### config.mk
export PLATFORM = sky130hd
export DESIGN_NAME = data_cache
export DESIGN_NICKNAME = d
export VERILOG_FILES = /design/src/rtl/dcache_pkg.sv /design/src/rtl/dcache_store.sv /design/src/rtl/data_cache.sv
export SDC_FILE = /design/constraint.sdc
export NUM_CORES = 2
export LEC_CHECK = 0
export CAP_MARGIN = 20
export CORE_MARGIN = 2
export CORE_UTILIZATION = 38
export DETAILED_ROUTE_END_ITERATION = 10
export PLACE_DENSITY = 0.65
export SLEW_MARGIN = 20
export SYNTH_ARGS = -nofsm -noshare
export SYNTH_HDL_FRONTEND = slang
export SYNTH_SLANG_ARGS = --single-unit
### constraint.sdc
create_clock -name clk -period 6.6 [get_ports clk]
set_input_delay 0.99 -clock clk [delete_from_list [all_inputs] [get_ports clk]]
set_output_delay 0.99 -clock clk [all_outputs]
set_load 0.005 [all_outputs]
### src/rtl/dcache_pkg.sv
// dcache_pkg: shared state, access-size decoding and store lane helpers
// for the direct-mapped write-through data cache.
package dcache_pkg;

    typedef enum logic [1:0] {
        IDLE,
        REFILL,
        WRITE
    } state_t;

    typedef enum logic [1:0] {
        SZ_B,
        SZ_H,
        SZ_W
    } size_t;

    localparam logic [2:0] MODE_B  = 3'b000;
    localparam logic [2:0] MODE_H  = 3'b001;
    localparam logic [2:0] MODE_W  = 3'b010;
    localparam logic [2:0] MODE_BU = 3'b100;
    localparam logic [2:0] MODE_HU = 3'b101;

    // Unlisted funct3 codes collapse to a full word access.
    function automatic size_t size_of(input logic [2:0] mode);
        size_t s;
        unique case (1'b1)
            (mode == MODE_B), (mode == MODE_BU): s = SZ_B;
            (mode == MODE_H), (mode == MODE_HU): s = SZ_H;
            default: s = SZ_W;
        endcase
        return s;
    endfunction

    function automatic logic [31:0] lane_rep(
        input logic [2:0]  mode,
        input logic [31:0] d
    );
        logic [31:0] r;
        unique case (size_of(mode))
            SZ_B:    r = {4{d[7:0]}};
            SZ_H:    r = {2{d[15:0]}};
            default: r = d;
        endcase
        return r;
    endfunction

    function automatic logic [3:0] strobe(
        input logic [2:0] mode,
        input logic [1:0] off
    );
        logic [3:0] s;
        unique case (size_of(mode))
            SZ_B:    s = 4'b0001 << off;
            SZ_H:    s = off[1] ? 4'b1100 : 4'b0011;
            default: s = 4'b1111;
        endcase
        return s;
    endfunction

endpackage

### src/rtl/dcache_store.sv
// dcache_store: tag, valid and data arrays with a combinational read
// port, a byte-enabled word write, a line-fill port and async valid clear.
module dcache_store
    import dcache_pkg::*;
#(
    parameter int WIDTH      = 32,
    parameter int SETS       = 16,
    parameter int LINE_WORDS = 4,
    parameter int IW         = $clog2(SETS),
    parameter int WW         = $clog2(LINE_WORDS),
    parameter int TW         = WIDTH - 2 - IW - WW
) (
    input  logic             clk,
    input  logic             rst,
    input  logic [IW-1:0]    index,
    input  logic [WW-1:0]    word,
    output logic [TW-1:0]    rd_tag,
    output logic             rd_valid,
    output logic [WIDTH-1:0] rd_data,
    input  logic             wr_en,
    input  logic [WIDTH/8-1:0] wr_be,
    input  logic [WIDTH-1:0] wr_data,
    input  logic             fill_en,
    input  logic             fill_last,
    input  logic [WW-1:0]    fill_word,
    input  logic [TW-1:0]    fill_tag,
    input  logic [WIDTH-1:0] fill_data
);

    logic [TW-1:0]    tags [SETS];
    logic [WIDTH-1:0] data [SETS][LINE_WORDS];
    logic [SETS-1:0]  valid;

    assign rd_tag   = tags[index];
    assign rd_valid = valid[index];
    assign rd_data  = data[index][word];

    always_ff @(posedge clk or negedge rst) begin
        if (!rst) begin
            valid <= '0;
        end else if (fill_en && fill_last) begin
            valid[index] <= 1'b1;
        end
    end

    // Payload arrays carry no reset; valid alone qualifies them.
    always_ff @(posedge clk) begin
        if (fill_en) begin
            data[index][fill_word] <= fill_data;
            if (fill_last) begin
                tags[index] <= fill_tag;
            end
        end else if (wr_en) begin
            for (int b = 0; b < WIDTH / 8; b++) begin
                if (wr_be[b]) begin
                    data[index][word][b*8 +: 8] <= wr_data[b*8 +: 8];
                end
            end
        end
    end

endmodule

### src/rtl/data_cache.sv
// data_cache: direct-mapped, write-through, no-write-allocate cache
// between the core load/store path and a handshaked word memory.
module data_cache
    import dcache_pkg::*;
#(
    parameter int WIDTH      = 32,
    parameter int SETS       = 16,
    parameter int LINE_WORDS = 4
) (
    input  logic             clk,
    input  logic             rst,
    input  logic             req,
    input  logic             we,
    input  logic [2:0]       modeBU,
    input  logic [WIDTH-1:0] addr,
    input  logic [WIDTH-1:0] wdata,
    output logic [WIDTH-1:0] rdata,
    output logic             stall,
    output logic             mem_req,
    output logic             mem_we,
    output logic [WIDTH-1:0] mem_addr,
    output logic [WIDTH-1:0] mem_wdata,
    output logic [3:0]       mem_wstrb,
    input  logic             mem_ack,
    input  logic [WIDTH-1:0] mem_rdata
);

    localparam int IW = $clog2(SETS);
    localparam int WW = $clog2(LINE_WORDS);
    localparam int TW = WIDTH - 2 - IW - WW;
    localparam logic [WW-1:0] LAST = WW'(LINE_WORDS - 1);

    state_t           state;
    logic [WW-1:0]    cnt;
    logic [WW-1:0]    cnt_nx;
    logic             wdone;

    logic [1:0]       off;
    logic [WW-1:0]    word;
    logic [IW-1:0]    index;
    logic [TW-1:0]    tag;

    logic [TW-1:0]    tag_q;
    logic             tag_v;
    logic             hit;
    logic [WIDTH-1:0] line_word;
    logic [WIDTH-1:0] sh;
    logic [WIDTH-1:0] ext;

    logic             fill_en;
    logic             wr_en;

    assign off    = addr[1:0];
    assign word   = addr[2 +: WW];
    assign index  = addr[2+WW +: IW];
    assign tag    = addr[WIDTH-1 -: TW];
    assign hit    = tag_v && (tag_q == tag);
    assign cnt_nx = cnt + WW'(1);

    assign fill_en = (state == REFILL) && mem_ack;
    assign wr_en   = (state == WRITE) && mem_ack && hit;

    dcache_store #(
        .WIDTH      (WIDTH),
        .SETS       (SETS),
        .LINE_WORDS (LINE_WORDS)
    ) u_store (
        .clk       (clk),
        .rst       (rst),
        .index     (index),
        .word      (word),
        .rd_tag    (tag_q),
        .rd_valid  (tag_v),
        .rd_data   (line_word),
        .wr_en     (wr_en),
        .wr_be     (mem_wstrb),
        .wr_data   (mem_wdata),
        .fill_en   (fill_en),
        .fill_last (cnt == LAST),
        .fill_word (cnt),
        .fill_tag  (tag),
        .fill_data (mem_rdata)
    );

    // Misaligned halves/words are force-aligned by the shift amount.
    always_comb begin
        unique case (size_of(modeBU))
            SZ_B:    sh = line_word >> {off, 3'b000};
            SZ_H:    sh = line_word >> {off[1], 4'b0000};
            default: sh = line_word;
        endcase
    end

    always_comb begin
        unique case (1'b1)
            (modeBU == MODE_B):  ext = {{(WIDTH-8){sh[7]}}, sh[7:0]};
            (modeBU == MODE_BU): ext = {{(WIDTH-8){1'b0}}, sh[7:0]};
            (modeBU == MODE_H):  ext = {{(WIDTH-16){sh[15]}}, sh[15:0]};
            (modeBU == MODE_HU): ext = {{(WIDTH-16){1'b0}}, sh[15:0]};
            default:             ext = line_word;
        endcase
    end

    assign rdata = (state == IDLE && req && !we && hit) ? ext : '0;

    // wdone releases the held store for one cycle after its ack,
    // so the core can advance instead of re-issuing the write.
    always_comb begin
        stall = (state != IDLE) || (req && (we ? !wdone : !hit));
    end

    always_ff @(posedge clk or negedge rst) begin
        if (!rst) begin
            state     <= IDLE;
            cnt       <= '0;
            wdone     <= 1'b0;
            mem_req   <= 1'b0;
            mem_we    <= 1'b0;
            mem_addr  <= '0;
            mem_wdata <= '0;
            mem_wstrb <= '0;
        end else begin
            wdone <= 1'b0;
            unique case (state)
                IDLE: begin
                    if (req && we && !wdone) begin
                        state     <= WRITE;
                        mem_req   <= 1'b1;
                        mem_we    <= 1'b1;
                        mem_addr  <= {addr[WIDTH-1:2], 2'b00};
                        mem_wdata <= lane_rep(modeBU, wdata);
                        mem_wstrb <= strobe(modeBU, off);
                    end else if (req && !we && !hit) begin
                        state    <= REFILL;
                        cnt      <= '0;
                        mem_req  <= 1'b1;
                        mem_we   <= 1'b0;
                        mem_addr <= {addr[WIDTH-1:2+WW], {WW{1'b0}}, 2'b00};
                    end
                end
                REFILL: begin
                    if (mem_ack) begin
                        cnt      <= cnt_nx;
                        mem_addr <= {addr[WIDTH-1:2+WW], cnt_nx, 2'b00};
                        if (cnt == LAST) begin
                            state   <= IDLE;
                            mem_req <= 1'b0;
                        end
                    end
                end
                WRITE: begin
                    if (mem_ack) begin
                        state     <= IDLE;
                        wdone     <= 1'b1;
                        mem_req   <= 1'b0;
                        mem_we    <= 1'b0;
                        mem_wstrb <= '0;
                    end
                end
                default: state <= IDLE;
            endcase
        end
    end

endmodule

== Word level (Yosys, flattened, before mapping) ==
Memories as Yosys holds them, arrays and structs flattened.
Cells that the tools add are included.
Storage, ports and cells
  flip-flop bits (word level): 91
  RAM bits: 2432
  input port bits: 104
  output and inout port bits: 103
  word-level logic and storage cells: 1177
  memories: 2
Cells by class
  add/sub/neg operators: 1
  $lt $le $gt $ge: 6
  eq/ne operators: 16
  shift-type cells: 3
  mux-type cells: 588
  bitwise gates (word level): 515
  reduce and logical (&&, ||, !) cells: 37
Memory list
  u_store.data: depth 16, width 128, rd ports 1, clocked after Yosys merged registers in 0, wr ports 1, RTL line dcache_store.sv:31  | logic [WIDTH-1:0] data [SETS][LINE_WORDS];
  u_store.tags: depth 16, width 24, rd ports 1, clocked after Yosys merged registers in 0, wr ports 1, RTL line dcache_store.sv:30  | logic [TW-1:0] tags [SETS];
Operators by type and width (number)
  $mux W128: 5
  $mux W1: 540
  $or A1 B1 Y1: 512
  $demux W32 S2: 5
  $mux W32: 8
  $pmux W32 S2: 2
  $pmux W32 S4: 1
  $bmux W32 S2: 1
  $shr A32 B5 Y16: 2
  $pmux W16 S2: 1
  $eq A24 B24 Y1: 1
  $mux W24: 1
  $mux W2: 10
  $logic_and A1 B1 Y1: 16
  $mux W16: 1
  $or A16 B16 Y16: 1
  $pmux W4 S2: 2
  $mux W4: 3
  $reduce_and A3 Y1: 3
  $mux W8: 1
  $pmux W2 S2: 2
  $reduce_and A4 Y1: 2
  $eq A2 B1 Y1 const B: 3
  $eq A3 B3 Y1 const B: 2
  other kinds (26): 41

== Depth between registers and ports, before layout ==
  word-level depth: 11
  mapped depth: 17
  gate-level depth less buffers: 9

== Modules after synthesis ==
From an unflattened synthesis, not the netlist that was laid out.
Second synthesis, totals
  cells, all modules: 4706
  area total of the unflattened synthesis: 98939.9 sq um
Modules (own cells, without submodules)
  dcache_store: times used 1, cells an instance 4243, area each 94642.0 sq um, sequential area each 73430.4 sq um
  data_cache: times used 1, cells an instance 463, area each 4297.9 sq um, sequential area each 1826.8 sq um

== Least setup slack after synthesis ==
Ideal clock, no wire load.
  kind: input-to-output
  from: input port addr[4]
  to: output port rdata[0]
  arrival time: 4190 ps
  data required time: 5610 ps
  path slack: 1420 ps
  cell stages on the path: 13
  buffers on the path: 6
  cell sequence: buf_6 > buf_6 > buf_4 > buf_6 > buf_2 > buf_1 > mux4_2 > mux4_2 > mux4_2 > nand2_1 > a21oi_1 > nor2_1 > nor2_1
Between the ends
  longest elaborated chain between the ends: 8
  elaborated cells between the ends (all ways): 15
  classes of those cells: eq/ne: 1; shift: 2; mux: 8; reduce/logical: 2; memory: 2
RTL lines
  start: declaration: RTL line data_cache.sv:15  | input logic [WIDTH-1:0] addr,
  $mem_v2 Z16 W128
  $bmux W32 S2: RTL line dcache_store.sv:36  | assign rd_data = data[index][word];
  $mux W32 (implied by the code) (2 in series): RTL line dcache_store.sv:36
  $shr A32 B5 Y16 (on tied branches): RTL line data_cache.sv:89, data_cache.sv:88
  $pmux W16 S2: RTL line data_cache.sv:87  | unique case (size_of(modeBU))
  $pmux W32 S4: RTL line data_cache.sv:95  | unique case (1'b1)
  $mux W32 (*): RTL line data_cache.sv:104  | assign rdata = (state == IDLE && req && !we && hit) ? ext : '0;
  end: declaration: RTL line data_cache.sv:17  | output logic [WIDTH-1:0] rdata,
Every way passes the cells marked *; elsewhere a longest branch is shown, timed or not. The select of a mux whose other input is x is not followed.

== Worst setup path after layout ==
  from: input port addr[4]
  to: output port rdata[30]
The elaborated chain is that of the path after synthesis.

==> metrics.log <==
[metrics] status: completed
[metrics] number of top-level pins: a little over 200
[metrics] wire length of the first global-routing pass: between 300 and 400 mm
[metrics] clock tree root driver cell: clkbuf_16
[metrics] Fmax: between 150 and 200 MHz
[metrics] critical path startpoint category: input port
[metrics] number of gates given a new drive strength after cts: 0
[metrics] required time at the endpoint of the critical path: ~5.6 ns
[metrics] starting density of the core: around two fifths
[metrics] Worst-Margin Slew: ~1.1 ns
[metrics] DRT Pass-1 Iters: 5
[metrics] number of placement rows: 188
[metrics] Final Instance Area: between 100,000 and 150,000 um2
[metrics] Die H: between 500 and 600 um
[metrics] GRT Total Usage: 19.88%
[metrics] final worst path period need: just over 6 ns
[metrics] post-route worst hold slack: around 0.18 ns
[metrics] accumulated negative setup slack: 0 ns
[metrics] weighted congestion at the end of routability-driven global placement: between 1 and 1.5
[metrics] Data arrival, critical path: a little over 5 ns
[metrics] clock latency on the worst-skew pair: between 0.9 and 1 ns
[metrics] cell taking the most area after synthesis: edfxtp_1
[metrics] cell area after placement: 109,600 um2
[metrics] Max Transition Viols Final: 0
[metrics] flip-flop and latch count after synthesis: 2,521
[metrics] drt drc: 0
[metrics] CP Cell Sequence: buf_8, buf_12, buf_12, mux4_2, mux4_2, mux2i_1, a32oi_1, mux2i_1, a211oi_1, nand3b_2, o21a_2, buf_12, a21oi_1, clkdlybuf4s50_1
[metrics] number of distinct library cells after synthesis: 70
[metrics] critical path's largest stage delay: around 0.53 ns
[metrics] class of the worst hold path: in2async
[metrics] layout cells sized above 1: 31.28%
[metrics] buffers inserted during post-CTS setup optimization: 0
[metrics] Slowest-stage cell, CP: mux4_2
[metrics] share of Yosys cell area claimed by the top area cell type: 72.55%
[metrics] EDFF count, synth: between 2k and 2.5k
[metrics] unrepaired setup endpoints after global routing: false
[metrics] total core area: 263,000 um2
[metrics] relative slew slack: a little over a quarter
[metrics] die span in x: 518.7 um
[metrics] Final setup violation count: 0
[metrics] number of antenna violations at the first check in global routing: 15
[metrics] Post-Synthesis Mean Instance Area: 21.62 um2
[metrics] number of routed nets with antenna violations: 0
[metrics] top cells by area, synth: edfxtp_1, mux4_2, dfrtp_1, mux2i_1, nor2_1
[metrics] share of the clock period used by the worst path: between 90% and 100%
[metrics] total clock buffers created by CTS: between 200 and 300
[metrics] Iter 0 DRT Violations: between 5k and 6k
[metrics] clock tree from TritonCTS: yes
[metrics] hold violation count in the final report: 0
[metrics] number of sinks driven by the clock tree: 2,521
[metrics] largest vdd supply drop: between 0.0002 and 0.0003 V
[metrics] CTS Hold Buffers Added: 0
[metrics] DIE AREA: between 200,000 and 300,000 um2
[metrics] worst reg2reg setup slack: 2.02 ns
[metrics] Leak Pwr: roughly 38 nW
[metrics] cell repeated most along the worst path: buf_12
[metrics] type of the setup path with the least slack: in2out
[metrics] Syn-to-layout area delta: 17.42%
[metrics] detailed-route wire length: about 270 mm
[metrics] Main synth FF type: edfxtp_1
[metrics] clock transition at the register clock pins on the worst setup and hold paths after CTS: about 0.06 ns
[metrics] total congestion overflow after global routing: 0
[metrics] sequential share of the synthesized area: ~75%
[metrics] nets@finish: about 5.4k
[metrics] routed vias: 50.76k
[metrics] CP max FO: 33
[metrics] number of warnings issued by yosys: 0
[metrics] routed length per instance: 30.16 um
[metrics] total number of H-tree levels: 5
[metrics] number of global-route vias before repair: 51.26k
[metrics] Port-buffer cells: approximately 200
[metrics] post-synth design cell area: about 100,000 um2
[metrics] Syn Inst Count: between 4k and 5k
[metrics] maximum number of pins on one net before global-route repair: 71
[metrics] maximum count of clock buffers along a single path: 4
[metrics] estimated wirelength of the detail-placed design: ~180 mm
[metrics] Max Clock Skew: 0.07154 ns
[metrics] critical path capture point type: primary output
[metrics] max capacitance violation total: 0
[metrics] fraction of registers with async set or reset after synthesis: between 3 and 4%
[metrics] ratio of routed vias to standard cells: 5.639
[metrics] power density cells: a little over 300 nW/um2
critical path, delay by kind of cell:
family / cells / cell delay (ns)
simple gates: 1 / 0.14
compound gates: 4 / 0.70
buf+inv: 5 / 1.46
mux: 4 / 1.68
cells by family after synthesis:
group / after synthesis / synth area share (%)
and+or+nand+nor: 550 / 2.373
AOI/OAI and AO/OA: 214 / 1.443
muxes: 1039 / 19.70
buffers and inverters: 301 / 1.424
DFF: 2521 / 74.76
other: 1 / 0.003725
xor gates and xnor gates: 22 / 0.1914
adders and majority gates: 8 / 0.09944
sequential cells by signal (all words and copies together) (netlist names):
| signal | cells |
|---|---|
| mem_wstrb | 4 |
| cnt | 2 |
| u_store.data | 2048 |
| mem_we | 1 |
| mem_req | 1 |
| mem_wdata | 32 |
| u_store.valid | 16 |
| state | 2 |
| wdone | 1 |
| mem_addr | 30 |
| u_store.tags | 384 |
placed cells by master (no fill, tap or decap), drive strengths merged, types with 6 or more instances in the layout:
master,synthesis,routed
a21oi,53,53
a22o,9,9
a22oi,17,17
a31oi,20,20
a41oi,8,8
and2,6,6
and3,14,14
and4,8,8
buf,150,427
bufinv,0,16
clkbuf,129,351
clkdlybuf4s50,0,196
clkinv,2,104
clkinvlp,0,8
dfrtp,89,89
edfxtp,2432,2432
ha,8,8
inv,20,24
mux2,178,178
mux2i,125,125
mux4,736,736
nand2,116,116
nand2b,6,6
nand3,21,21
nand4,8,8
nor2,319,319
nor2b,15,15
o211ai,6,6
o21ai,61,61
o22ai,6,6
or2,19,19
xnor2,16,16
xor2,6,6
power breakdown:
| part | internal [W] | switching (W) |
|---|---|---|
| sequential | 0.0178 | 0.000501 |
| combinational | 0.00135 | 0.00165 |
| clock | 0.00863 | 0.00610 |
synth_stat cells, drive strengths merged (4+ instances only):
master,count
dfrtp,89
mux2i,125
clkbuf,129
nand4,8
xor2,6
xnor2,16
ha,8
nand2b,6
a21oi,53
nor2,319
o21ai,61
and2,6
o22ai,6
a22oi,17
edfxtp,2432
a31oi,20
o211ai,6
nand2,116
a41oi,8
and3,14
a221oi,4
and4,8
mux4,736
nor2b,15
mux2,178
inv,20
a22o,9
or2,19
or3,4
nand3,21
buf,150
through the flow:
stage	setup slack [ns]	instances	total power, W	utilization [%]
detailed placement	0.4835	8513	0.02160	41.66
global route	0.3298	8997	0.03695	44.94
global placement	0.4741	8510	0.02154	41.63
floorplan	1.420	4657	0.01984	-
finish	0.4765	9001	0.03604	44.94
CTS	0.4907	8993	0.03621	44.90
layer usage:
| layer | vias to the layer above | wire length (um) | track usage [%] |
|---|---|---|---|
| li1 | 20700 | - | - |
| met1 | 27070 | 101800 | 25.10 |
| met2 | 2379 | 133300 | 32.72 |
| met3 | 595 | 20100 | 3.634 |
| met4 | 6 | 16280 | 10.53 |
| met5 | - | 39 | 0 |
worst paths after layout:
path	startpoint	to	cells after the start
max	addr[4]	rdata[30]	14
min	rst	mem_addr[29]$_DFFE_PN0P_	1
max reg2reg	u_store.tags[7][10]$_DFFE_PP_	u_store.data[15][20]$_DFFE_PP_	9
min reg2reg	u_store.valid[4]$_DFFE_PN0P_	u_store.valid[4]$_DFFE_PN0P_	1
max in group asynchronous	rst	mem_wdata[3]$_DFFE_PN0P_	2
min in group clk	u_store.valid[4]$_DFFE_PN0P_	u_store.valid[4]$_DFFE_PN0P_	1
final cells by class:
cell class	instances	area, um2
antenna	4	10.01
clock buffer	350	7481
clock inverter	130	1060
fill	22040	144800
inverter	22	90.09
multi-input combinational	1835	24160
sequential	2521	75260
tap	3515	4398
timing repair buffer	624	5742
No activity file was read; power rests on OpenSTA's default activity.
